**src/rtl/pc_pkg.sv**
```systemverilog
// Shared types and constants for the program-counter unit.
// State encoding, sequential increment and default reset/exception vectors.
package pc_pkg;

  typedef enum logic [1:0] {
    BOOT = 2'd0,
    RUN  = 2'd1,
    HALT = 2'd2
  } pc_state_e;

  localparam int unsigned PC_INC = 4;

  localparam logic [31:0] DEFAULT_RESET_VECTOR = 32'h0000_0000;
  localparam logic [31:0] DEFAULT_EXC_VECTOR   = 32'h0000_0080;

endpackage

```
**src/rtl/pc_ras.sv**
```systemverilog
// Circular return-address stack: push/pop/replace-top, overwrites the oldest
// entry when full; depth count saturates at DEPTH.
module pc_ras #(
  parameter int unsigned DEPTH = 4,
  parameter int unsigned WIDTH = 32
) (
  input  logic             CLK,
  input  logic             RST,
  input  logic             push,
  input  logic             pop,
  input  logic             replace,
  input  logic [WIDTH-1:0] wdata,
  output logic [WIDTH-1:0] top,
  output logic             empty,
  output logic             full
);

  localparam int unsigned PTR_W = $clog2(DEPTH);
  localparam int unsigned CNT_W = $clog2(DEPTH + 1);

  logic [WIDTH-1:0] mem [DEPTH];
  logic [PTR_W-1:0] wr_ptr;
  logic [PTR_W-1:0] top_ptr;
  logic [CNT_W-1:0] count;

  assign top_ptr = wr_ptr - PTR_W'(1);
  assign top     = mem[top_ptr];
  assign empty   = (count == '0);
  assign full    = (count == CNT_W'(DEPTH));

  always_ff @(posedge CLK or negedge RST) begin
    if (!RST) begin
      wr_ptr <= '0;
      count  <= '0;
    end else if (push) begin
      wr_ptr <= wr_ptr + PTR_W'(1);
      if (!full) count <= count + CNT_W'(1);
    end else if (pop && !empty) begin
      wr_ptr <= top_ptr;
      count  <= count - CNT_W'(1);
    end
  end

  // NOTE: entry storage has no reset; it is only read while count is non-zero,
  // so resetting it would only add reset fan-out to a plain register array.
  always_ff @(posedge CLK) begin
    if (push) begin
      mem[wr_ptr] <= wdata;
    end else if (replace && !empty) begin
      mem[top_ptr] <= wdata;
    end
  end

endmodule

```
**src/rtl/pc_unit.sv**
```systemverilog
// Program-counter unit: BOOT/RUN/HALT fetch control with redirect priority.
// Define PC_RAS_EN to build in the return-address stack (pc_ras).
module pc_unit
  import pc_pkg::*;
#(
  parameter int unsigned          PC_WIDTH     = 32,
  parameter logic [PC_WIDTH-1:0]  RESET_VECTOR = PC_WIDTH'(DEFAULT_RESET_VECTOR),
  parameter logic [PC_WIDTH-1:0]  EXC_VECTOR   = PC_WIDTH'(DEFAULT_EXC_VECTOR),
  parameter int unsigned          RAS_DEPTH    = 4
) (
  input  logic                CLK,
  input  logic                RST,
  input  logic                fetch_ready,
  input  logic                halt,
  input  logic                resume,
  input  logic                exc,
  input  logic                branch_taken,
  input  logic [PC_WIDTH-1:0] branch_target,
  input  logic                jump,
  input  logic [PC_WIDTH-1:0] jump_target,
  input  logic                call,
  input  logic                ret,
  input  logic [PC_WIDTH-1:0] ret_target,
  output logic [PC_WIDTH-1:0] PC,
  output logic                pc_valid,
  output logic                ras_underflow,
  output logic [1:0]          state_o
);

  pc_state_e           state_q;
  pc_state_e           state_d;
  logic [PC_WIDTH-1:0] pc_d;
  logic [PC_WIDTH-1:0] pc_plus4;
  logic [PC_WIDTH-1:0] ret_addr;
  logic                advance;
  logic                underflow_d;

  assign pc_valid = (state_q == RUN);
  assign state_o  = state_q;
  assign advance  = pc_valid && fetch_ready;
  assign pc_plus4 = PC + PC_WIDTH'(PC_INC);

`ifdef PC_RAS_EN
  logic                stack_op;
  logic                ras_push;
  logic                ras_pop;
  logic                ras_replace;
  logic                ras_empty;
  logic                unused_ras_full;
  logic [PC_WIDTH-1:0] ras_top;

  // exc wins over ret/call, so the stack is untouched in an exception cycle.
  assign stack_op    = advance && !exc;
  assign ras_pop     = stack_op && ret && !call;
  assign ras_replace = stack_op && ret && call;
  assign ras_push    = stack_op && !ret && call && jump;
  assign ret_addr    = ras_empty ? ret_target : ras_top;
  assign underflow_d = stack_op && ret && ras_empty;

  pc_ras #(
    .DEPTH (RAS_DEPTH),
    .WIDTH (PC_WIDTH)
  ) u_ras (
    .CLK     (CLK),
    .RST     (RST),
    .push    (ras_push),
    .pop     (ras_pop),
    .replace (ras_replace),
    .wdata   (pc_plus4),
    .top     (ras_top),
    .empty   (ras_empty),
    .full    (unused_ras_full)
  );
`else
  logic unused_call;

  assign unused_call = call;
  assign ret_addr    = ret_target;
  assign underflow_d = 1'b0;
`endif

  // NOTE: every always_comb output gets a default first so no path leaves it
  // unassigned, which would otherwise infer a latch.
  always_comb begin
    state_d = state_q;
    pc_d    = PC;

    unique case (state_q)
      BOOT:    state_d = RUN;
      RUN:     if (halt) state_d = HALT;
      HALT:    if (resume && !halt) state_d = RUN;
      default: state_d = BOOT;
    endcase

    if (advance) begin
      if (ret)               pc_d = ret_addr;
      else if (jump)         pc_d = jump_target;
      else if (branch_taken) pc_d = branch_target;
      else                   pc_d = pc_plus4;
    end

    if (exc) begin
      pc_d    = EXC_VECTOR;
      state_d = RUN;
    end
  end

  // NOTE: state registers use non-blocking assignments so every flop samples
  // pre-edge values regardless of block evaluation order.
  always_ff @(posedge CLK or negedge RST) begin
    if (!RST) begin
      state_q       <= BOOT;
      PC            <= RESET_VECTOR;
      ras_underflow <= 1'b0;
    end else begin
      state_q       <= state_d;
      PC            <= pc_d;
      ras_underflow <= underflow_d;
    end
  end

endmodule

```
**config.mk**
```make
export PLATFORM = sky130hd
export DESIGN_NAME = pc_unit
export DESIGN_NICKNAME = d
export VERILOG_FILES = /design/src/rtl/pc_pkg.sv /design/src/rtl/pc_ras.sv /design/src/rtl/pc_unit.sv
export SDC_FILE = /design/constraint.sdc
export NUM_CORES = 1
export LEC_CHECK = 0
export CORE_UTILIZATION = 45
export CTS_CLUSTER_SIZE = 25
export DETAILED_ROUTE_END_ITERATION = 10
export PLACE_DENSITY_LB_ADDON = 0.15
export SLEW_MARGIN = 15
export SYNTH_ARGS = -nofsm -noshare
export SYNTH_HDL_FRONTEND = slang
export SYNTH_SLANG_ARGS = --single-unit
export TNS_END_PERCENT = 1
```
**constraint.sdc**
```tcl
create_clock -name CLK -period 3.4 [get_ports CLK]
set_input_delay 0.34 -clock CLK [delete_from_list [all_inputs] [get_ports CLK]]
set_output_delay 0.34 -clock CLK [all_outputs]
set_load 0.05 [all_outputs]
```
==> flow_metrics.tcl, run 1 <==
set metrics [dict create \
    hold_path.class "in2async" \
    syn_area_um2 2900 \
    max_stage_delay_ns 0.79 \
    syn-num-nets 475 \
    setup_viol 0 \
    ys.flop_type "dfrtp_1" \
    vias 3643 \
    seq_power_share 0.375 \
    outcome "finished, final reports clean" \
    antenna_cells 0 \
    postCtsHoldBufs 0 \
    gr-total-overflow 0 \
    hold_viol_final 0 \
    root_buffer "clkbuf_8" \
    placementRows 28 \
    fin_nets 602 \
    numCtsBuffers 5 \
    cts_tree "built" \
    routed_via_density 6.39 \
    cp_slowest_cell "clkdlybuf4s50_1" \
    worst_setup_path_start_kind "input port" \
    drc_errors 0 \
    maxSlewHeadroom 0.337 \
    maxSlewViolCount 0 \
    synth-seq-cells 34 \
    synth-seq-area-share 0.293 \
    p_leak_nw 1.65 \
    clock_latency_ns 0.29 \
    io_pins 142 \
    path_delay_family "buffers and inverters" \
    path_class "in2reg" \
    reg2reg_from "PC[2]" \
    cp-end-kind "register" \
    worstMarginPinSlew_ns 0.992 \
    yosysTopAreaCell "dfrtp_1" \
    routabilityCongestion 0.877 \
    htreeDepth 2 \
    core_area_um2 6060 \
    synthCells 368 \
    synth_edf_count 0 \
    cp_cell_sequence "clkdlybuf4s50_1 > buf_4 > nand2b_1 > nor2_1 > nor4_1 > nor3b_1 > or3b_1" \
    first_pass_iters 5 \
    fin_cells 570 \
    cp.arrival_ns 2.50 \
    p_comb_frac 0.399 \
    fill_cells 474 \
    rsz0062_at_grt "no" \
    fin_hold_ws_ns 0.145 \
    hpwlAfterDp_um 7510 \
    fin_skew_ns 0.00503 \
    dieArea_um2 6770 \
    p_int_mw 0.811 \
    maxCapViolations 0 \
    swShare 0.379 \
    grtUsageTotal 0.312 \
    synth_top_cells_by_count "37 x o21ai_0, 35 x nand2_1, 34 x dfrtp_1" \
    synthToLayoutAreaGrowth_pct 51.1 \
    cts_resized 0 \
    place_ws_ns 0.822 \
    required_ns 3.56 \
    dp.cells 563 \
    avgSynthCellArea_um2 7.88 \
    floorplan.initialDensity 0.479 \
    synth_top_area_share 0.293 \
    postCtsSetupBuffers 0 \
    portBuffers 139 \
    grt_pass1_vias 3393 \
    peakVddDrop_uv 176 \
    routed_wl_um 10500 \
    die_h_um 82.3 \
    startpoint "jump" \
    synthTopCellsByArea "dfrtp_1 29%, o21ai_0 6.4%, nand2_1 4.5%, nand3_1 3.5%, o22ai_1 3.0%" \
    grt_max_degree 43 \
    fin_setup_tns_ns 0 \
    power_mw 1.31 \
    fin_crit_sh 0.686 \
    postRouteAntennaNets 0 \
    antenna_found_initial 0 \
    die_x_um 82.3 \
    cts.reportedPaths.clkPinSlew_ns 0.07 \
    clk_path_buf_depth 2 \
    ys_async_sr_fraction 1.00 \
    fin_crit_ns 2.33 \
    worst-path-max-fanout 20 \
    drtIter0Drc 327 \
    synth.most_common_cell "o21ai_0" \
    fmax_mhz 428 \
    yosys_warnings 0 \
    cts_sinks 34 \
    crit_buf_inv 2 \
    synth_cell_types 68 \
    power_density_nw_per_um2 298 \
    power.net_switching_mw 0.494 \
    drive_gt1_frac 0.0626 \
    grt_pass1_wl_um 16000 \
    fin_ws_ns 1.07 \
    clkPwrFrac 0.225 \
    wl_per_cell_um 18.5 \
]
[path summary, 6_finish.rpt]
path / endpoint / cells past startpoint / slack (ns)
hold / removal: PC[3] / 1 / 0.14
min in group CLK: PC[25] / 5 / 0.48
setup reg to reg: PC[26] / 6 / 1.09
max in group asynchronous: PC[1] / 1 / 2.74
hold reg to reg: PC[1] / 1 / 0.53
setup / recovery: PC[26] / 7 / 1.07
[cells in the final DEF (no fill, tap or decap), types with 3 or more instances in the layout]
master,n
a32oi_1,6
nor2_1,17
buf_4,8
nor3_1,10
nand2b_1,11
nand2_1,35
o2111ai_1,3
nand3b_1,3
and3_1,4
nor2b_1,4
o31ai_1,5
xor2_1,5
a221o_1,4
inv_1,10
a221oi_1,3
nand3_1,20
nand4_1,11
o21ai_1,4
o22ai_1,14
clkbuf_8,5
and4_1,5
a22o_1,4
mux2i_1,4
dfrtp_1,34
a22oi_1,8
a21oi_1,16
o21ai_0,37
clkdlybuf4s50_1,137
a31oi_1,8
nor4_1,6
o211ai_1,5
[cell type report]
type / count / area [um2] / area share
inverters: 12 / 45.0 / 0.0103
clock buffers: 7 / 76.3 / 0.0174
flip-flops and latches: 34 / 851 / 0.194
well taps: 75 / 93.8 / 0.0214
repair buffers: 147 / 1440 / 0.329
multi-input cells: 295 / 1880 / 0.428
[layer usage]
metal,part of all wire,track usage,up-vias
met4,0.014,0.0947,0
met2,0.48,0.540,212
met1,0.40,0.392,1730
li1,-,-,1684
met3,0.11,0.0560,17
met5,0,0,-
[flip-flops by register name (all words and copies together) (netlist names)]
| name | flops |
|---|---|
| PC | 32 |
| state_o | 2 |
[cell families after synthesis]
group | share of synthesized area
other cells | 0.00129
simple gates | 0.277
mux | 0.0138
fa+ha+maj | 0.00431
flops | 0.293
compound gates | 0.327
xor+xnor | 0.0211
buf+inv | 0.0613
[stage by stage]
step                utilization  instance area, um2
floorplan                     -                2900
global placement          0.711                4310
detailed placement        0.711                4310
CTS                       0.723                4380
global route              0.723                4380
finish                    0.723                4380
[power groups by stage]
stage          logic (mW)  registers, mW  clock network (mW)
5_1_grt             0.555          0.495               0.310
4_1_cts             0.520          0.488               0.296
6_report            0.521          0.490               0.294
2_1_floorplan       0.164          0.595                   0
3_5_place_dp        0.517          0.495                   0
3_3_place_gp        0.509          0.493                   0
Power figures use the tool's default switching activity.
==> run 2: changes to the inputs <==
CORE_UTILIZATION = 41   (was 45)
clock period = 2.2 ns   (was 3.4 ns; I/O delays follow)
==> run 2 against run 1 <==
  * Largest cell class unchanged
  * Core utilization down 4.9 points
  * Final cell count is 7.0% higher
  * First-iteration DRC count shrank 13%
  * Die area grew 9.5%
  * Highest routed layer unchanged
  * Wire length grew 2.9%
  * Final area grew 5.1%
==> flow_metrics.tcl, run 2 (synthesis gave the netlist of run 1 again) <==
set metrics [dict create \
    outcome "finished, final reports clean" \
    hold_viol_final 0 \
    worstSetupPathDepth 6 \
    floorplan.initialDensity 0.425 \
    fmax_mhz 501 \
    core_area_um2 6830 \
    cp-end-kind "register" \
    maxSlewHeadroom 0.448 \
    largest-register "PC" \
    cts_tree "built" \
    io_pins 142 \
    required_ns 2.37 \
    fin_skew_ns 0.00870 \
    postRouteAntennaNets 0 \
    die_h_um 86.1 \
    cp_slowest_cell "dfrtp_2" \
    crit_buf_inv 0 \
    root_buffer "clkbuf_8" \
    vias 3681 \
    largest_reg_flops 32 \
    dieArea_um2 7410 \
    peakVddDrop_uv 231 \
    maxSlewViolCount 0 \
    path_delay_family "simple AND/OR/NAND/NOR gates" \
    cts_sinks 34 \
    worstMarginPinSlew_ns 0.828 \
    gr-total-overflow 0 \
    power_mw 2.10 \
    power_density_nw_per_um2 455 \
    clock_latency_ns 0.29 \
    ff2ff_path_depth 6 \
    grt_max_degree 35 \
    numCtsBuffers 5 \
    antenna_cells 0 \
    postCtsSetupBuffers 0 \
    cp_cell_sequence "ha_1 > and4_1 > and4_2 > nand4_2 > nand3_1 > or3b_1" \
    layout_commonest_cell "clkdlybuf4s50_1" \
    first_pass_iters 5 \
    portBuffers 139 \
    p_leak_nw 1.77 \
    grt_pass1_vias 3519 \
    path_class "reg2reg" \
    hpwlAfterDp_um 7950 \
    wl_per_cell_um 17.8 \
    die_x_um 86.1 \
    routed_via_density 6.03 \
    grt_pass1_wl_um 17200 \
    routed_wl_um 10900 \
    clk_path_buf_depth 2 \
    cp.arrival_ns 2.16 \
    fin_crit_sh 0.908 \
    max_stage_delay_ns 0.42 \
    cts.reportedPaths.clkPinSlew_ns 0.08 \
    antenna_found_initial 0 \
    hold_path.class "in2async" \
    rsz0062_at_grt "no" \
    utilization 0.675 \
    fin_crit_ns 2.00 \
    worst_setup_path_start_kind "register" \
    placementRows 30 \
    synthToLayoutAreaGrowth_pct 58.9 \
    htreeDepth 2 \
    drive_gt1_frac 0.107 \
    fin_nets 620 \
    routabilityCongestion 0.906 \
    final_cell_mix "137 x clkdlybuf4s50_1, 37 x o21ai_0, 35 x nand2_1" \
    maxCapViolations 0 \
    drtIter0Drc 284 \
    grtUsageTotal 0.296 \
    fin_setup_tns_ns 0 \
    drc_errors 0 \
    worst-path-max-fanout 11 \
    setup_viol 0 \
]
-- run 2: changes by cell type in the layout (fill, tap and decap cells not counted), sizes merged --
cell,previous run,this run
clkinv,2,3
buf,10,28
-- run 2: layout make-up --
type | instances | area, um2
Inverter | 12 | 45.0
Multi-Input combinational cell | 295 | 1880
Clock buffer | 7 | 86.3
Fill cell | 596 | 2220
Timing Repair Buffer | 165 | 1610
Clock inverter | 1 | 5.00
Sequential cell | 34 | 853
Tap cell | 96 | 120
-- run 2: final timing paths --
| path | from | to | slack, ns |
|---|---|---|---|
| max reg2reg | PC[2] | PC[26] | 0.20 |
| min | RST | PC[12] | 0.03 |
| min reg2reg | PC[0] | PC[0] | 0.51 |
| max in group asynchronous | RST | PC[2] | 1.61 |
| max | PC[2] | PC[26] | 0.20 |
| min in group CLK | PC[0] | PC[0] | 0.51 |
-- run 2: power by group --
group	switching, mW	internal (mW)
clock	0.242	0.253
combinational	0.461	0.394
sequential	0.0739	0.674
-- run 2: timing repair --
action / 4_1_cts / 5_1_grt
setup endpoints to repair: 0 / 1
resized for setup: 0 / 1
hold endpoints to repair: 0 / 0
hold buffers: 0 / 0
-- run 2: layer usage --
metal	global-route usage	wire (um)
met1	0.385	4540
met2	0.497	5140
met3	0.0577	1020
met4	0.0833	154
met5	0	0
-- run 2: metrics by stage --
| stage | hold WS, ns | instances | area, um2 | worst slack [ns] |
|---|---|---|---|---|
| after global placement | 0.364 | 602 | 4520 | 0.152 |
| after global routing | 0.0933 | 610 | 4610 | 0.0976 |
| after CTS | 0.0451 | 610 | 4610 | 0.121 |
| after floorplan | -0.0756 | 368 | 2910 | 0.0826 |
| after detailed placement | 0.361 | 602 | 4520 | 0.0964 |
| final | 0.0293 | 610 | 4610 | 0.203 |
==> run 3: changes to the inputs <==
CAP_MARGIN = 20   (was not set)
==> results of run 3 <==
Same layout as run 2: the final DEF is identical, and so are final timing and power.
